**src/rtl/mp_addsub.sv**
```systemverilog
// Word-serial multi-precision adder/subtractor: one WIDTH-bit ripple limb per cycle,
// least significant limb first, carry held in a register between limbs.
module mp_addsub #(
    parameter int N     = 256,
    parameter int WIDTH = 32
) (
    input  logic         clk,
    input  logic         rst_n,
    input  logic         start,
    input  logic         sub,
    input  logic [N-1:0] x,
    input  logic [N-1:0] y,
    output logic         busy,
    output logic         done,
    output logic [N-1:0] sum,
    output logic         cout
);

    localparam int LIMBS = N / WIDTH;
    localparam int CW    = (LIMBS > 1) ? $clog2(LIMBS) : 1;
    localparam logic [CW-1:0] LAST = CW'(LIMBS - 1);

    typedef enum logic [1:0] {
        IDLE = 2'd0,
        RUN  = 2'd1,
        DONE = 2'd2
    } state_t;

    state_t          state;
    logic [N-1:0]    a_reg;
    logic [N-1:0]    b_reg;
    logic            carry_reg;
    logic [CW-1:0]   cnt;

    logic [WIDTH-1:0] limb_sum;
    logic             limb_cout;
    logic             rc;
    logic [N-1:0]     sum_next;

    // Limb adder: plain ripple CPA over the low limb of the operand registers.
    // NOTE: every always_comb output gets a default first so no latch is inferred.
    always_comb begin
        limb_sum = '0;
        rc       = carry_reg;
        for (int i = 0; i < WIDTH; i++) begin
            limb_sum[i] = a_reg[i] ^ b_reg[i] ^ rc;
            rc          = (a_reg[i] & b_reg[i]) | (rc & (a_reg[i] ^ b_reg[i]));
        end
        limb_cout = rc;
    end

    // Result fills from the top, so after LIMBS shifts limb 0 lands at bit 0.
    always_comb begin
        sum_next                = sum >> WIDTH;
        sum_next[N-1 -: WIDTH]  = limb_sum;
    end

    // NOTE: sequential state uses non-blocking assignments so all registers update together.
    always_ff @(posedge clk or negedge rst_n) begin
        if (!rst_n) begin
            state     <= IDLE;
            a_reg     <= '0;
            b_reg     <= '0;
            carry_reg <= 1'b0;
            cnt       <= '0;
            busy      <= 1'b0;
            done      <= 1'b0;
            sum       <= '0;
            cout      <= 1'b0;
        end else begin
            case (state)
                IDLE: begin
                    done <= 1'b0;
                    if (start) begin
                        // Subtraction as x + ~y + 1: invert y, seed the carry with sub.
                        a_reg     <= x;
                        b_reg     <= y ^ {N{sub}};
                        carry_reg <= sub;
                        cnt       <= '0;
                        busy      <= 1'b1;
                        state     <= RUN;
                    end
                end
                RUN: begin
                    a_reg     <= a_reg >> WIDTH;
                    b_reg     <= b_reg >> WIDTH;
                    sum       <= sum_next;
                    carry_reg <= limb_cout;
                    cnt       <= cnt + 1'b1;
                    if (cnt == LAST) begin
                        busy  <= 1'b0;
                        done  <= 1'b1;
                        cout  <= limb_cout;
                        state <= DONE;
                    end
                end
                DONE: begin
                    done  <= 1'b0;
                    state <= IDLE;
                end
                default: begin
                    busy  <= 1'b0;
                    done  <= 1'b0;
                    state <= IDLE;
                end
            endcase
        end
    end

endmodule
```
**config.mk**
```make
export PLATFORM = sky130hd
export DESIGN_NAME = mp_addsub
export DESIGN_NICKNAME = d
export VERILOG_FILES = /design/src/rtl/mp_addsub.sv
export SDC_FILE = /design/constraint.sdc
export NUM_CORES = 2
export LEC_CHECK = 0
export BUFFER_PORTS_ARGS = -buffer_cell sky130_fd_sc_hd__buf_2
export CORE_ASPECT_RATIO = 0.9
export CORE_MARGIN = 8
export CORE_UTILIZATION = 30
export CTS_CLUSTER_DIAMETER = 120
export DETAILED_ROUTE_END_ITERATION = 10
export PLACE_DENSITY = 0.56
export RECOVER_POWER = 25
export SKIP_LAST_GASP = 1
export SLEW_MARGIN = 20
export SYNTH_ARGS = -nofsm -noshare
export SYNTH_HDL_FRONTEND = slang
export SYNTH_SLANG_ARGS = --single-unit
```
**constraint.sdc**
```tcl
create_clock -name clk -period 29 [get_ports clk]
set_input_delay 1.45 -clock clk [delete_from_list [all_inputs] [get_ports clk]]
set_output_delay 1.45 -clock clk [all_outputs]
set_load 0.05 [all_outputs]
```
==> impl_metrics.env <==
export IMPL_leakagePower_nw=20.3
export IMPL_endpoint_kind="flip-flop"
export IMPL_viasPerCell=4.75
export IMPL_crit_path_frequent_cell="fa_1"
export IMPL_grt_max_degree=227
export IMPL_critPathLaunch="a_reg[0]"
export IMPL_crit_path_top_delay_cell="fa_1"
export IMPL_worst_ir_drop_vdd_uv=87.7
export IMPL_violations="capacitance limit, slew limit"
export IMPL_setup_slack_ns=15.51
export IMPL_drc=0
export IMPL_place_gp_congestion=0.857
export IMPL_regArea_um2=19400
export IMPL_r2r_setup_slack_ns=15.51
export IMPL_critical_path_peak_fanout=2
export IMPL_yosysWarnings=0
export IMPL_ctsHoldBuffers=0
export IMPL_cts_root_buf="clkbuf_16"
export IMPL_finalPower_mw=5.58
export IMPL_drt_total_wl_um=134000
export IMPL_drv_slew=625
export IMPL_hold_viol_final=0
export IMPL_synthAdderAreaFrac=0.0188
export IMPL_max_slew_margin=-5.28
export IMPL_netlist_instances=3984
export IMPL_pin_count=775
export IMPL_cpPeakStageDelay_ns=0.47
export IMPL_synth_cell_types=29
export IMPL_multiInputGateArea_um2=14500
export IMPL_clkSlewWorstSetupHoldPaths_ns=0.06
export IMPL_dp_slack_ns=15.48
export IMPL_dr_pass1_iters=7
export IMPL_port_buffers=774
export IMPL_fin_nets=5134
export IMPL_final_cell_mix="1531 x nand2_1, 776 x dfrtp_1, 560 x buf_2, 380 x nor2_1, 259 x o21ai_0"
export IMPL_die_y_um=342
export IMPL_critPathKind="flip-flop to flip-flop"
export IMPL_syn_area_um2=35500
export IMPL_placed_area_um2=40200
export IMPL_core_rowCount=119
export IMPL_synth_top_family_by_area="simple AND/OR/NAND/NOR gates"
export IMPL_grt_pass1_vias=29763
export IMPL_post_cts_setup_buffers=0
export IMPL_final_area_um2=42900
export IMPL_crit_required_ns=29.52
export IMPL_synth_net_count=4534
export IMPL_synth_simple_gate_area_frac=0.203
export IMPL_synth_area_per_cell_um2=8.91
export IMPL_clockBufferDepth=3
export IMPL_synthMuxAreaShare=0
export IMPL_wl_per_cell_um=21.4
export IMPL_final_common_cell="nand2_1"
export IMPL_yosysTopAreaCell="dfrtp_1"
export IMPL_cts_buffers=89
export IMPL_p_per_area_nw_per_um2=130
export IMPL_drv_cap=9
export IMPL_synth_compound_area_share=0.123
export IMPL_cts_tree="done"
export IMPL_fin_crit_sh=0.465
export IMPL_finalSetupViolations=0
export IMPL_reg2regPathDepth=38
export IMPL_num_fill_cells=12256
export IMPL_post_route_util=0.366
export IMPL_setup_tns_ns=0
export IMPL_dr_first_iter_drc_count=2517
export IMPL_grtUsageTotal=0.198
export IMPL_area_growth_synth_to_final_pct=21.0
export IMPL_final_antenna_net_count=0
export IMPL_rsz0062_at_grt="false"
export IMPL_initial_core_util=0.303
export IMPL_synthXorXnorAreaFrac=0.0632
export IMPL_die_area_um2=130000
export IMPL_setup_worst_path_end="carry_reg"
export IMPL_hpwl_um=97300
export IMPL_clock_fmax_ghz=0.0741
export IMPL_min_path_type="flip-flop to flip-flop"
export IMPL_worstReg2RegEnd="carry_reg"
export IMPL_fin_worst_skew_ns=0.0365
export IMPL_yosysTopAreaCellShare=0.548
export IMPL_ys_ff_latch=777
export IMPL_synth_seq_area_share=0.548
export IMPL_status="finished, violations left"
export IMPL_cts_num_sinks=777
export IMPL_die_w_um=379
export IMPL_cts_resized=0
export IMPL_ys_top_cells_by_area="dfrtp_1 55%, nand2_1 16%, nor2_1 4.0%, xor2_1 4.0%, a31oi_1 3.9%"
export IMPL_tightest_slew_ns=9.42
export IMPL_drive_gt1_frac=0.167
export IMPL_worstHoldStart="b_reg[250]"
export IMPL_htreeDepth=3
export IMPL_via_count=29692
export IMPL_start_kind="flip-flop"
export IMPL_clk_latency_ns=0.69
export IMPL_core_area_um2=117000
export IMPL_finalCriticalPeriod_ns=13.49
export IMPL_grt_pass1_wl_um=196000
export IMPL_r2r_start="a_reg[0]"
export IMPL_antenna_found_initial=42
export IMPL_grt_overflow=0
export IMPL_worstPathArrival_ns=14.01
[worst max-delay path: cells and delay by family, from the launching register on]
kind	cells	cell delay [ns]
fa+ha+maj	32	12.36
flops	1	0.40
simple gates	1	0.05
buf+inv	3	0.19
compound gates	2	0.32
[layout make-up]
type	instances	area share
antenna	17	0.000991
clock buffer	128	0.0604
clock inverter	35	0.00976
inverter	9	0.000787
multi-input combinational	2895	0.338
sequential	777	0.453
tap	1573	0.0458
timing repair buffer	812	0.0913
[layer usage]
metal | GRT usage | vias up | share of wire
li1 | - | 14225 | -
met1 | 0.258 | 14283 | 0.42
met2 | 0.322 | 952 | 0.46
met3 | 0.0566 | 210 | 0.087
met4 | 0.0556 | 22 | 0.032
met5 | 0 | - | 0.00094
[through the flow]
step,hold slack (ns),std cells
after floorplan,0.445,3984
after global placement,0.452,6066
after detailed placement,0.457,6066
after CTS,0.472,6229
after global routing,0.490,6229
final,0.470,6246
[cells by family after synthesis]
family | count (synthesis)
XOR/XNOR | 256
flip-flops | 777
AND/OR/NAND/NOR | 1917
adder cells (fa/ha/maj) | 34
buffers and inverters | 312
AO/OA/AOI/OAI | 688
[synth_stat cells (all sizes together)]
cell type	instances
a21oi	2
o32ai	2
dfrtp	777
nand2	1531
nor2	380
xor2	161
o221ai	61
nor3b	2
a22oi	18
a22o	34
clkbuf	81
buf	222
or3b	1
nor2b	1
xnor2	95
nand3b	1
ha	2
inv	9
o21ai	343
a221o	2
a31oi	224
nand2b	1
o21bai	1
o21ba	1
fa	32
[how the worst min path moves through the flow]
stage | endpoint | slack, ns | cells after the start
floorplan | b_reg[101] | 0.44 | 2
global placement | sum[22] | 0.45 | 2
detailed placement | sum[23] | 0.46 | 2
CTS | sum[23] | 0.47 | 2
global route | b_reg[219] | 0.49 | 2
finish | b_reg[250] | 0.47 | 2
[where the power goes]
part	internal [mW]	switching, mW
registers	1.61	0.405
clock network	0.673	0.487
logic	0.648	1.76
No activity file was read; power rests on OpenSTA's default activity.
